`src/rtl/keypad_pkg.sv`:
```
// rtl/keypad_pkg.sv - shared types and constants for the 4x4 keypad scanner
//
// Purpose: FSM and classification enums, matrix geometry, key legend and
//          auto-repeat timing shared by keypad_col_sequencer and keypad_scanner.
// Ports:   none (package).
package keypad_pkg;

  localparam int NUM_COLS = 4;
  localparam int NUM_ROWS = 4;

  // Auto-repeat timing in full scans: first repeat delay, then repeat period.
  localparam int TYPEMATIC_DELAY = 16;
  localparam int TYPEMATIC_RATE  = 4;

  typedef enum logic [1:0] {IDLE, DEBOUNCE, PRESSED, RELEASE} state_t;
  typedef enum logic [1:0] {NONE, SINGLE, MULTI} class_t;

  // Indexed row*NUM_COLS + col; value is the hex code printed on the key.
  localparam logic [3:0] KEY_LEGEND [NUM_ROWS*NUM_COLS] = '{
    4'h1, 4'h2, 4'h3, 4'hA,
    4'h4, 4'h5, 4'h6, 4'hB,
    4'h7, 4'h8, 4'h9, 4'hC,
    4'h0, 4'hF, 4'hE, 4'hD
  };

endpackage

```
`src/rtl/keypad_col_sequencer.sv`:
```
// rtl/keypad_col_sequencer.sv - column dwell divider and one-hot active-low column rotation
//
// Purpose: holds each column for SCAN_DIV cycles, strobes the sample point on
//          the last cycle of the dwell and flags the column 3 -> 0 wrap.
// Ports:
//   clk           in   system clock
//   rst_n         in   asynchronous active-low reset
//   col           out  [3:0] column drive, one-hot active-low
//   col_idx       out  [1:0] index of the driven column
//   sample        out  last cycle of the current column's dwell
//   scan_complete out  sample of column 3 (end of a full scan)
module keypad_col_sequencer
  import keypad_pkg::*;
#(
  parameter int SCAN_DIV = 100000
) (
  input  logic       clk,
  input  logic       rst_n,
  output logic [3:0] col,
  output logic [1:0] col_idx,
  output logic       sample,
  output logic       scan_complete
);

  localparam int               DIV_W    = $clog2(SCAN_DIV);
  localparam logic [DIV_W-1:0] DIV_LAST = DIV_W'(SCAN_DIV - 1);

  logic [DIV_W-1:0] div_q;

  always_ff @(posedge clk or negedge rst_n) begin
    if (!rst_n) begin
      div_q   <= '0;
      col_idx <= '0;
    end else if (sample) begin
      div_q   <= '0;
      col_idx <= col_idx + 2'd1;
    end else begin
      div_q   <= div_q + DIV_W'(1);
    end
  end

  assign sample        = (div_q == DIV_LAST);
  assign scan_complete = sample && (col_idx == 2'(NUM_COLS - 1));
  assign col           = ~(4'b0001 << col_idx);

endmodule

```
`src/rtl/keypad_scanner.sv`:
```
// rtl/keypad_scanner.sv - 4x4 matrix keypad scanner with debounce and key strobe
//
// Purpose: scans the keypad columns, builds a 16-bit key map, classifies it
//          once per full scan and debounces a single key press/release.
// Optional: define KEYPAD_TYPEMATIC_EN to re-pulse KeyValid while a key is held.
// Ports:
//   CLK       in   system clock
//   RST       in   asynchronous active-low reset
//   Row       in   [3:0] keypad rows, active-low, asynchronous
//   Col       out  [3:0] keypad column drive, one-hot active-low
//   Key       out  [DWL-5:0] last accepted key code
//   KeyValid  out  one-cycle pulse when a key is accepted
//   KeyHeld   out  high while the accepted key remains pressed
module keypad_scanner
  import keypad_pkg::*;
#(
  parameter int DWL            = 8,
  parameter int SCAN_DIV       = 100000,
  parameter int DEBOUNCE_SCANS = 4
) (
  input  logic           CLK,
  input  logic           RST,
  input  logic [3:0]     Row,
  output logic [3:0]     Col,
  output logic [DWL-5:0] Key,
  output logic           KeyValid,
  output logic           KeyHeld
);

  localparam int               KW       = DWL - 4;
  localparam int               CNT_W    = $clog2(DEBOUNCE_SCANS + 1);
  localparam logic [CNT_W-1:0] DB_LIMIT = CNT_W'(DEBOUNCE_SCANS);

  logic [1:0]  col_idx;
  logic        sample, scan_complete;
  logic [3:0]  row_meta, row_sync;
  logic [15:0] map_q, map_now;   // bit col*4+row, 1 = pressed
  logic [4:0]  n_pressed;
  logic [3:0]  code;
  class_t      cls;

  state_t           state_q, state_d;
  logic [3:0]       cand_q, cand_d, key_q, key_d;
  logic [CNT_W-1:0] cnt_q, cnt_d;
  logic             valid_d;

  keypad_col_sequencer #(.SCAN_DIV(SCAN_DIV)) u_seq (
    .clk           (CLK),
    .rst_n         (RST),
    .col           (Col),
    .col_idx       (col_idx),
    .sample        (sample),
    .scan_complete (scan_complete)
  );

  always_ff @(posedge CLK or negedge RST) begin
    if (!RST) begin
      row_meta <= 4'hF;
      row_sync <= 4'hF;
      map_q    <= '0;
    end else begin
      row_meta <= Row;
      row_sync <= row_meta;
      map_q    <= map_now;
    end
  end

  // Column 3 is sampled in the same cycle the scan completes, so the
  // classifier looks at the map including the sample being taken now.
  always_comb begin
    map_now = map_q;
    if (sample) map_now[{col_idx, 2'b00} +: 4] = ~row_sync;
  end

  always_comb begin
    n_pressed = '0;
    code      = '0;
    for (int c = 0; c < NUM_COLS; c++) begin
      for (int r = 0; r < NUM_ROWS; r++) begin
        if (map_now[c*NUM_ROWS + r]) begin
          n_pressed = n_pressed + 5'd1;
          code      = KEY_LEGEND[r*NUM_COLS + c];
        end
      end
    end
    if (n_pressed == 5'd0)      cls = NONE;
    else if (n_pressed == 5'd1) cls = SINGLE;
    else                        cls = MULTI;
  end

`ifdef KEYPAD_TYPEMATIC_EN
  logic [4:0] rep_q, rep_d;
  logic       fast_q, fast_d;   // first repeat already issued

  always_ff @(posedge CLK or negedge RST) begin
    if (!RST) begin
      rep_q  <= '0;
      fast_q <= 1'b0;
    end else begin
      rep_q  <= rep_d;
      fast_q <= fast_d;
    end
  end
`endif

  always_ff @(posedge CLK or negedge RST) begin
    if (!RST) begin
      state_q  <= IDLE;
      cand_q   <= '0;
      cnt_q    <= '0;
      key_q    <= '0;
      KeyValid <= 1'b0;
    end else begin
      state_q  <= state_d;
      cand_q   <= cand_d;
      cnt_q    <= cnt_d;
      key_q    <= key_d;
      KeyValid <= valid_d;
    end
  end

  always_comb begin
    state_d = state_q;
    cand_d  = cand_q;
    cnt_d   = cnt_q;
    key_d   = key_q;
    valid_d = 1'b0;
`ifdef KEYPAD_TYPEMATIC_EN
    rep_d   = rep_q;
    fast_d  = fast_q;
`endif
    if (scan_complete) begin
      case (state_q)
        IDLE: begin
          if (cls == SINGLE) begin
            cand_d = code;
            cnt_d  = CNT_W'(1);
            // A one-scan debounce accepts in this same evaluation.
            if (cnt_d >= DB_LIMIT) begin
              state_d = PRESSED;
              key_d   = code;
              valid_d = 1'b1;
`ifdef KEYPAD_TYPEMATIC_EN
              rep_d   = '0;
              fast_d  = 1'b0;
`endif
            end else begin
              state_d = DEBOUNCE;
            end
          end
        end
        DEBOUNCE: begin
          if (cls == SINGLE && code == cand_q) begin
            cnt_d = cnt_q + CNT_W'(1);
            if (cnt_d >= DB_LIMIT) begin
              state_d = PRESSED;
              key_d   = cand_q;
              valid_d = 1'b1;
`ifdef KEYPAD_TYPEMATIC_EN
              rep_d   = '0;
              fast_d  = 1'b0;
`endif
            end
          end else if (cls == SINGLE) begin
            cand_d = code;
            cnt_d  = CNT_W'(1);
          end else begin
            state_d = IDLE;
          end
        end
        PRESSED: begin
          if (cls == NONE) begin
            cnt_d   = CNT_W'(1);
            state_d = (cnt_d >= DB_LIMIT) ? IDLE : RELEASE;
          end
`ifdef KEYPAD_TYPEMATIC_EN
          else if (cls == SINGLE && code == key_q) begin
            rep_d = rep_q + 5'd1;
            if (rep_d == (fast_q ? 5'(TYPEMATIC_RATE) : 5'(TYPEMATIC_DELAY))) begin
              valid_d = 1'b1;
              rep_d   = '0;
              fast_d  = 1'b1;
            end
          end
`endif
        end
        RELEASE: begin
          if (cls == NONE) begin
            cnt_d = cnt_q + CNT_W'(1);
            if (cnt_d >= DB_LIMIT) state_d = IDLE;
          end else begin
            state_d = PRESSED;
          end
        end
        default: state_d = IDLE;
      endcase
    end
  end

  assign Key     = KW'(key_q);
  assign KeyHeld = (state_q == PRESSED) || (state_q == RELEASE);

endmodule

```
`config.mk`:
```
export PLATFORM = sky130hd
export DESIGN_NAME = keypad_scanner
export DESIGN_NICKNAME = d
export VERILOG_FILES = /design/src/rtl/keypad_pkg.sv /design/src/rtl/keypad_col_sequencer.sv /design/src/rtl/keypad_scanner.sv
export SDC_FILE = /design/constraint.sdc
export NUM_CORES = 1
export LEC_CHECK = 0
export ABC_AREA = 1
export BUFFER_PORTS_ARGS = -buffer_cell sky130_fd_sc_hd__buf_2
export CORE_AREA = 2 2 94 96
export DETAILED_ROUTE_END_ITERATION = 10
export DIE_AREA = 0 0 96 98
export HOLD_SLACK_MARGIN = 0.08
export PLACE_DENSITY_LB_ADDON = 0.25
export RECOVER_POWER = 100
export SLEW_MARGIN = 30
export SYNTH_ARGS = -nofsm -noshare
export SYNTH_HDL_FRONTEND = slang
export SYNTH_HIERARCHICAL = 1
export SYNTH_SLANG_ARGS = --single-unit
```
`constraint.sdc`:
```
create_clock -name CLK -period 15.65 [get_ports CLK]
set_input_delay 2.3475 -clock CLK [delete_from_list [all_inputs] [get_ports CLK]]
set_output_delay 2.3475 -clock CLK [all_outputs]
set_load 0.02 [all_outputs]
```
* Word level (Yosys, flattened, before mapping)
Index checks and enable logic that the tools add are counted.
Cells by class: eq/ne operators 15, bitwise gates (word level) 2, mux-type cells 57, shifts and indexed selects 3, reduce and logical (&&, ||, !) cells 11, magnitude comparators 1, add/subtract/negate cells 19
Operators by type and width (number):
- adder 5 x 1 -> 5 bit, second input constant | 15
- two-way mux 5 bit | 15
- two-way mux 4 bit | 17
- two-way mux 2 bit | 9
- adder 17 x 1 -> 17 bit, second input constant | 1
- == test 17 bit, second input constant | 1
- two-way mux 17 bit | 1
- bitwise mux 16 bit | 1
- two-way mux 16 bit | 1
- variable shift 4 x 6 -> 16 bit, first input constant | 1
- variable part select 4 x 6 -> 16 bit | 1
- two-way mux 3 bit | 4
- case mux 3 bit (4 select lines) | 1
- != test 3 bit, second input constant | 3
- != test 2 bit, second input constant | 4
- inverter 4 bit | 2
- case mux 2 bit (4 select lines) | 1
- case mux 4 bit (2 select lines) | 1
- == test 2 bit, second input constant | 3
- two-way mux 1 bit | 6
- negator 4 -> 6 bit | 1
- AND reduction 3 bit | 2
- AND reduction 6 bit | 1
- == test 5 x 1 -> 1 bit, second input constant | 1
- 12 further kinds | 15
Word-level totals: register bits after elaboration 57, logic and storage cells 118, output and inout bits 10

* Logic depth before layout (Yosys ltp)
Gate-level depths: netlist of run 1.
word-level depth 43, mapped depth 71, gate-level depth less buffers 71

* Modules after synthesis
The synthesis of run 1 kept the hierarchy.
Modules (own cells, without submodules):
- keypad_scanner | sequential area each 960.9 um^2, cells each 586, area each 3704.8 um^2, times used 1
- keypad_col_sequencer | sequential area each 475.5 um^2, cells each 159, area each 1173.6 um^2, times used 1

* Least setup slack after synthesis of run 1
No wires, ideal clock.
path kind flip-flop to flip-flop, start register u_seq.div_q[0], end register key_q[0] (netlist: Key[0]), arrival 9386 ps, library setup time 123 ps, data required time 15527 ps, cell stages (with the launch flop) 67, setup slack 6141 ps, buffers on the path 0, cells stage by stage dfrtp_1 -> ha_1 -> nand3_4 -> inv_2 -> nand3_2 -> inv_2 -> nand2_2 -> clkinv_2 -> nand2_1 -> o22ai_1 -> inv_1 -> ha_1 -> nand3_1 -> nand2_1 -> ha_1 -> nand2_1 -> nand2_1 -> ha_1 -> [... 31 more ...] -> nand2_1 -> inv_1 -> ha_1 -> nand2_1 -> o21ai_2 -> ha_1 -> inv_1 -> nor2_1 -> nand3_1 -> nand3b_1 -> nand2_1 -> nand2_2 -> nor2_4 -> nand2_4 -> clkinv_2 -> nand2_4 -> o21ai_0 -> nand2_1
On the way: word-level cells in the longest chain between the ends 39, elaborated cells on any way between the ends 58
Ends and longest elaborated chain:
- start: declaration | RTL line keypad_col_sequencer.sv:28 | logic [DIV_W-1:0] div_q;
- start signal: assignment | RTL line keypad_col_sequencer.sv:38 | div_q <= div_q + DIV_W'(1);
- == test 17 bit (*) | RTL line keypad_col_sequencer.sv:42 | assign sample = (div_q == DIV_LAST);
- named net sample | RTL line keypad_scanner.sv:35 | logic sample, scan_complete;
- two-way mux 16 bit (*) | RTL line keypad_scanner.sv:72 | if (sample) map_now[{col_idx, 2'b00} +: 4] = ~row_sync;
- named net map_now[0] | RTL line keypad_scanner.sv:37 | logic [15:0] map_q, map_now;
- two-way mux 1 bit | RTL line keypad_scanner.sv:80 | if (map_now[c*NUM_ROWS + r]) begin
- adder 5 x 1 -> 5 bit | RTL line keypad_scanner.sv:81 | n_pressed = n_pressed + 5'd1;
- two-way mux 5 bit | RTL line keypad_scanner.sv:80
- adder 5 x 1 -> 5 bit | RTL line keypad_scanner.sv:81
- [... 25 more ...]
- adder 5 x 1 -> 5 bit | RTL line keypad_scanner.sv:81
- two-way mux 5 bit | RTL line keypad_scanner.sv:80
- == test 5 x 1 -> 1 bit | RTL line keypad_scanner.sv:87 | else if (n_pressed == 5'd1) cls = SINGLE;
- two-way mux 2 bit | RTL line keypad_scanner.sv:87
- two-way mux 2 bit | RTL line keypad_scanner.sv:86 | if (n_pressed == 5'd0) cls = NONE;
- == test 2 x 1 -> 1 bit | RTL line keypad_scanner.sv:153 | if (cls == SINGLE && code == cand_q) begin
- logical AND 1 bit (*) | RTL line keypad_scanner.sv:153
- AND reduction 4 bit (no source line) (*)
- end signal: assignment | RTL line keypad_scanner.sv:117 | key_q <= key_d;
- end: declaration | RTL line keypad_scanner.sv:43 | logic [3:0] cand_q, cand_d, key_q, key_d;
Mark *: on every way through the listed nets, which the timed path passes. The rest lies on a longest branch. A chain may end at the register's enable or synchronous reset.

* Final worst setup path of run 1
start register u_seq.div_q[0], end register cnt_q[2]
On the way: elaborated cells on any way between the ends 64
RTL lines:
- == test 17 bit (*) | RTL line keypad_col_sequencer.sv:42
- named net sample | RTL line keypad_scanner.sv:35
- two-way mux 16 bit (*) | RTL line keypad_scanner.sv:72
- named net map_now[1] | RTL line keypad_scanner.sv:37
- two-way mux 5 bit | RTL line keypad_scanner.sv:80
- adder 5 x 1 -> 5 bit | RTL line keypad_scanner.sv:81
- two-way mux 5 bit | RTL line keypad_scanner.sv:80
- adder 5 x 1 -> 5 bit | RTL line keypad_scanner.sv:81
- [... 24 more ...]
- two-way mux 5 bit | RTL line keypad_scanner.sv:80
- == test 5 x 1 -> 1 bit | RTL line keypad_scanner.sv:87
- two-way mux 2 bit | RTL line keypad_scanner.sv:87
- two-way mux 2 bit | RTL line keypad_scanner.sv:86
- == test 2 x 1 -> 1 bit | RTL line keypad_scanner.sv:135, keypad_scanner.sv:153, keypad_scanner.sv:164
- two-way mux 3 bit / logical AND 1 bit (equally long branches)
- two-way mux 3 bit | RTL line keypad_scanner.sv:153
- case mux 3 bit (4 select lines) | RTL line keypad_scanner.sv:133 | case (state_q)
- end signal: assignment | RTL line keypad_scanner.sv:116 | cnt_q <= cnt_d;
- end: declaration | RTL line keypad_scanner.sv:44 | logic [CNT_W-1:0] cnt_q, cnt_d;
Marks and branches as above.

==> results of run 1 <==
==> through the flow <==
stage          hold slack, ns  std cells
3_5_place_dp            0.347        867
6_report                0.356        883
3_3_place_gp            0.347        867
4_1_cts                 0.358        883
5_1_grt                 0.361        883
2_1_floorplan           0.345        745
==> layout by cell type (no fill, tap or decap), types with 9 or more instances in the layout <==
cell      instances
nand2_2          23
o21ai_0          17
nor2_1           74
inv_2             9
nand4_1          12
clkbuf_8         10
a21oi_1          12
nand3_1          79
ha_1             26
dfrtp_1          49
inv_1           132
clkbuf_1         11
nand2_1         229
==> critical path, delay by kind of cell, from the launching register on <==
kind / cells / cell delay, ns
DFF: 1 / 0.40
AOI/OAI and AO/OA: 5 / 1.11
buffers and inverters: 10 / 1.17
and+or+nand+nor: 37 / 4.58
adders and majority gates: 15 / 4.23
==> state kept, by name, summed over array words and instances (netlist names) <==
name / flops
u_seq/col_idx: 2
Key: 4
state_q: 2
cnt_q: 3
KeyValid: 1
u_seq/div_q: 17
cand_q: 4
row_sync: 4
map_q: 16
row_meta: 4
==> metal layers <==
layer	vias up	share of wire, %
met5	-	0
met3	14	2.6
met2	65	50
li1	2359	-
met1	1982	46
met4	0	1.3
==> worst max-delay path by stage <==
stage | from | to | slack, ns | cells past startpoint
floorplan | u_seq/div_q[0] | Key[0] | 6.14 | 66
global placement | u_seq/div_q[0] | Key[0] | 5.74 | 67
detailed placement | u_seq/div_q[0] | cnt_q[2] | 5.18 | 67
CTS | u_seq/div_q[0] | cnt_q[2] | 5.18 | 67
global route | u_seq/div_q[0] | cnt_q[2] | 2.98 | 67
finish | u_seq/div_q[0] | cnt_q[2] | 4.12 | 67
==> where the power goes <==
group | internal [mW] | total [mW] | leakage [nW] | switching [mW]
clock network | 0.0780 | 0.138 | 0.0949 | 0.0603
registers | 0.149 | 0.150 | 0.755 | 0.000633
logic | 0.000556 | 0.00357 | 2.30 | 0.00302
total | 0.228 | 0.292 | 3.15 | 0.0639
==> logic make-up after synthesis <==
logic type | after synthesis
flops | 57
simple gates | 453
buf+inv | 146
xor+xnor | 11
compound gates | 52
fa+ha+maj | 26
==> cell type report <==
class | instances | area, um^2
Sequential cell | 57 | 1440
Clock buffer | 10 | 138
Timing Repair Buffer | 16 | 66.3
Fill cell | 804 | 3290
Clock inverter | 6 | 66.3
Tap cell | 108 | 135
Inverter | 144 | 543
Multi-Input combinational cell | 542 | 2790
==> impl_metrics.tcl, run 1 <==
set metrics [dict create \
    finalHoldViolations 0 \
    max-slew-margin-rel_pct -95.1 \
    syn_nets 777 \
    synth_top_area_share_pct 25.1 \
    routedWlPerCell_um 11.2 \
    numPortBuffers 15 \
    synth-warning-count 6 \
    synth_top_family_by_area "simple AND/OR/NAND/NOR gates" \
    grt_pass1_vias 4397 \
    tightest_slew_ns 2.93 \
    grt_max_degree 58 \
    worstSetupEndpointType "register" \
    die_width_um 96 \
    synthTopCellsByCount "220 x nand2_1, 130 x inv_1, 77 x nand3_1" \
    fmax_mhz 86.7 \
    vias_per_cell 5.01 \
    yosysTopAreaCell "dfrtp_1" \
    crit_fanout 9 \
    ys.flop_type "dfrtp_1" \
    clk_pin_slew_worst_paths_ns 0.07 \
    yosysSeqAreaShare_pct 29.4 \
    synth_edf_count 0 \
    insertion_delay_ns 0.33 \
    antenna_found_initial 0 \
    cpMaxStageDelayCell "dfrtp_1" \
    critPathMostFrequentCell "nand2_1" \
    power.leakage_nw 3.15 \
    dpl_cell_area_um2 5090 \
    antenna_cells 0 \
    rr_startpoint "u_seq/div_q[0]" \
    detail_route.first_pass.iterations 5 \
    dp_hpwl_um 7890 \
    whs_endpoint "row_sync[3]" \
    fin_area_um2 5180 \
    use_met1_pct 28.5 \
    cts_buffers 9 \
    muxShareOfSynthArea_pct 0 \
    cts_sinks 57 \
    grt_overflow 0 \
    worstSetupPathType "register to register" \
    post-place-ws_ns 5.18 \
    ant_nets 0 \
    place_congestion 0.947 \
    skew_ns 0.0106 \
    synth_compound_area_share_pct 6.90 \
    grt_usage_pct 23.4 \
    drive_gt1_share_pct 11.1 \
    yosysMostFrequentCell "nand2_1" \
    slew_violations 58 \
    max-vdd-ir-drop_mv 0.0522 \
    drv_cap 1 \
    hold_class "register to register" \
    synth_xor_area_share_pct 1.97 \
    utilization_pct 61.2 \
    nets 802 \
    avgSynthCellArea_um2 6.55 \
    routed_wl_um 9880 \
    layout_setup_ws_ns 4.12 \
    std_cell_rows 34 \
    syn_to_final_growth_pct 6.13 \
    whs_path_depth 0 \
    syn_inst 745 \
    drtIter0Drc 209 \
    reg2reg_to "cnt_q[2]" \
    yosys-top-cells-area "dfrtp_1 25%, nand2_1 17%, inv_1 10%, nand3_1 7.9%, ha_1 6.7%" \
    cp-start-kind "register" \
    synth_seq_cells 57 \
    io_pins 16 \
    rrSetupSlack_ns 4.12 \
    synthAdderAreaFrac_pct 6.67 \
    arrival_ns 11.76 \
    cts_setup_buffers 0 \
    worstPathRequired_ns 15.87 \
    violations "max-capacitance violations, max-slew violations" \
    cp_slowest_stage_delay_ns 0.40 \
    ys_types 42 \
    syn_area_um2 4880 \
    die_y_um 98 \
    outcome "finished, violations left" \
    min-delay-start "row_meta[3]" \
    grt_pass1_wl_um 18300 \
    core_area_um2 8470 \
    r2r.worst_path.cells 67 \
    use_met3_pct 4.17 \
    p_per_area_nw_per_um2 56.3 \
    root_buffer "clkbuf_8" \
    clockBufferDepth 2 \
    postCtsHoldBufs 0 \
    min_period_over_period_pct 73.7 \
    busiest_layer "met2" \
    use_met2_pct 41.6 \
    period_minus_slack_ns 11.53 \
    cts_max_level 3 \
    rsz0062_at_grt "false" \
    finalSetupTns_ns 0 \
    synthSimpleGateAreaFrac_pct 43.7 \
    finalPower_uw 292 \
    setup_viol 0 \
    drc 0 \
    start_util_pct 57.6 \
    die_area_um2 9410 \
    cts_resized 0 \
    synthArstFlopShare_pct 100 \
    cts_tree "done" \
    dr_total_vias 4420 \
]
(Power assumes the default switching activity.)
==> run 2, diff against run 1 <==
- CORE_AREA: 2 2 94 96 -> 2 2 96 98
- DIE_AREA: 0 0 96 98 -> 0 0 98 100
- clock period: 15.65 -> 9.25 ns (I/O delays scaled with it)
==> impl_metrics.tcl, run 2 (synthesized netlist as in run 1, its figures left out) <==
set metrics [dict create \
    ant_nets 0 \
    root_buffer "clkbuf_8" \
    std_cell_rows 35 \
    hold_class "register to register" \
    antenna_cells 0 \
    start_util_pct 54.9 \
    die_y_um 100 \
    grt_usage_pct 24.2 \
    whs_path_depth 0 \
    numPortBuffers 15 \
    cts_buffers 9 \
    drv_cap 0 \
    cp-start-kind "register" \
    crit_fanout 6 \
    die_width_um 98 \
    fillers 739 \
    cp_slowest_stage_delay_ns 0.41 \
    finalHoldViolations 0 \
    finalPower_uw 529 \
    critPathMostFrequentCell "nand2_2" \
    worstSetupPathType "register to register" \
    grt_pass1_vias 4813 \
    r2r.worst_path.cells 69 \
    dp_cells 901 \
    grt_pass1_wl_um 20000 \
    drtIter0Drc 173 \
    largest_reg_flops 17 \
    grt_overflow 0 \
    place_congestion 0.912 \
    max-vdd-ir-drop_mv 0.0630 \
    outcome "finished, final reports clean" \
    top_register "u_seq/div_q" \
    cts_max_level 3 \
    io_pins 16 \
    slew_violations 0 \
    skew_ns 0.0123 \
    clk_pin_slew_worst_paths_ns 0.07 \
    mostFrequentLayoutCells "206 x nand2_1, 122 x inv_1, 74 x nand3_1" \
    setup_viol 0 \
    drive_gt1_share_pct 26.1 \
    arrival_ns 9.16 \
    min_period_over_period_pct 96.5 \
    period_minus_slack_ns 8.93 \
    postCtsHoldBufs 0 \
    worstSetupEndpointType "register" \
    routedWlPerCell_um 12.2 \
    detail_route.first_pass.iterations 4 \
    max-slew-margin-rel_pct 50.3 \
    tightest_slew_ns 0.739 \
    die_area_um2 9800 \
    final_common_cell "nand2_1" \
    fmax_mhz 112 \
    grt_max_degree 58 \
    clockBufferDepth 2 \
    reg.largest.list "u_seq/div_q: 17 flops, map_q: 16 flops" \
    cpMaxStageDelayCell "dfrtp_1" \
    cts_tree "done" \
    fin_cells 942 \
    whs_ns 0.355 \
    routed_wl_um 11500 \
    syn_to_final_growth_pct 25.3 \
    core_area_um2 8890 \
    insertion_delay_ns 0.34 \
    cts_sinks 57 \
    power.leakage_nw 3.54 \
    p_per_area_nw_per_um2 86.5 \
    worstPathRequired_ns 9.48 \
    antenna_found_initial 0 \
    dr_total_vias 4760 \
    vias_per_cell 5.05 \
    drc 0 \
    dp_hpwl_um 8180 \
    nets 858 \
]
[run 2: through the flow]
step | worst slack, ns | utilization, % | cell area [um^2] | setup TNS (ns)
floorplan | 0.00557 | - | 4940 | 0
global placement | -0.0380 | 60.6 | 5390 | -0.160
detailed placement | -0.442 | 60.6 | 5390 | -5.44
CTS | 0.0000506 | 65.8 | 5850 | 0
global route | -0.150 | 68.8 | 6110 | -1.38
finish | 0.323 | 68.8 | 6110 | 0
[run 2: where the power goes]
part / total [mW] / switching (mW) / internal [mW]
logic: 0.00651 / 0.00527 / 0.00124
clock network: 0.268 / 0.102 / 0.166
registers: 0.254 / 0.00150 / 0.253
total: 0.529 / 0.109 / 0.420
[run 2: layer usage]
| metal | routed length [um] | GRT usage, % |
|---|---|---|
| met1 | 4970 | 27.8 |
| met2 | 6040 | 45.6 |
| met3 | 278 | 3.27 |
| met4 | 205 | 9.62 |
| met5 | 0 | 0 |
[run 2: final timing paths]
path	end	slack, ns	start
min in group asynchronous	u_seq/div_q[11]	1.18	RST
max reg2reg	cnt_q[2]	0.32	u_seq/div_q[0]
max	cnt_q[2]	0.32	u_seq/div_q[0]
max in group asynchronous	map_q[8]	7.60	RST
min	row_sync[3]	0.36	row_meta[3]
min reg2reg	row_sync[3]	0.36	row_meta[3]
[run 2: what timing repair did]
item	CTS	global route
setup buffers	16	9
gates resized for setup	22	43
pin swaps	26	37
setup endpoints to repair	14	14
[run 2: area by class of cell]
cell class,instances,area (um^2),area share [%]
flip-flops and latches,57,1440,23.5
well taps,111,139,2.27
clock buffers,13,159,2.60
inverters,144,558,9.13
repair buffers,72,515,8.43
multi-input cells,542,3240,53.0
clock inverters,3,65.1,1.06
[run 2: worst max-delay path, delay by kind of cell, from the launching register on]
kind,cells,cell delay [ns]
adder cells (fa/ha/maj),14,3.36
AND/OR/NAND/NOR,35,3.13
buffers and inverters,15,1.09
AO/OA/AOI/OAI,5,0.77
flip-flops,1,0.41
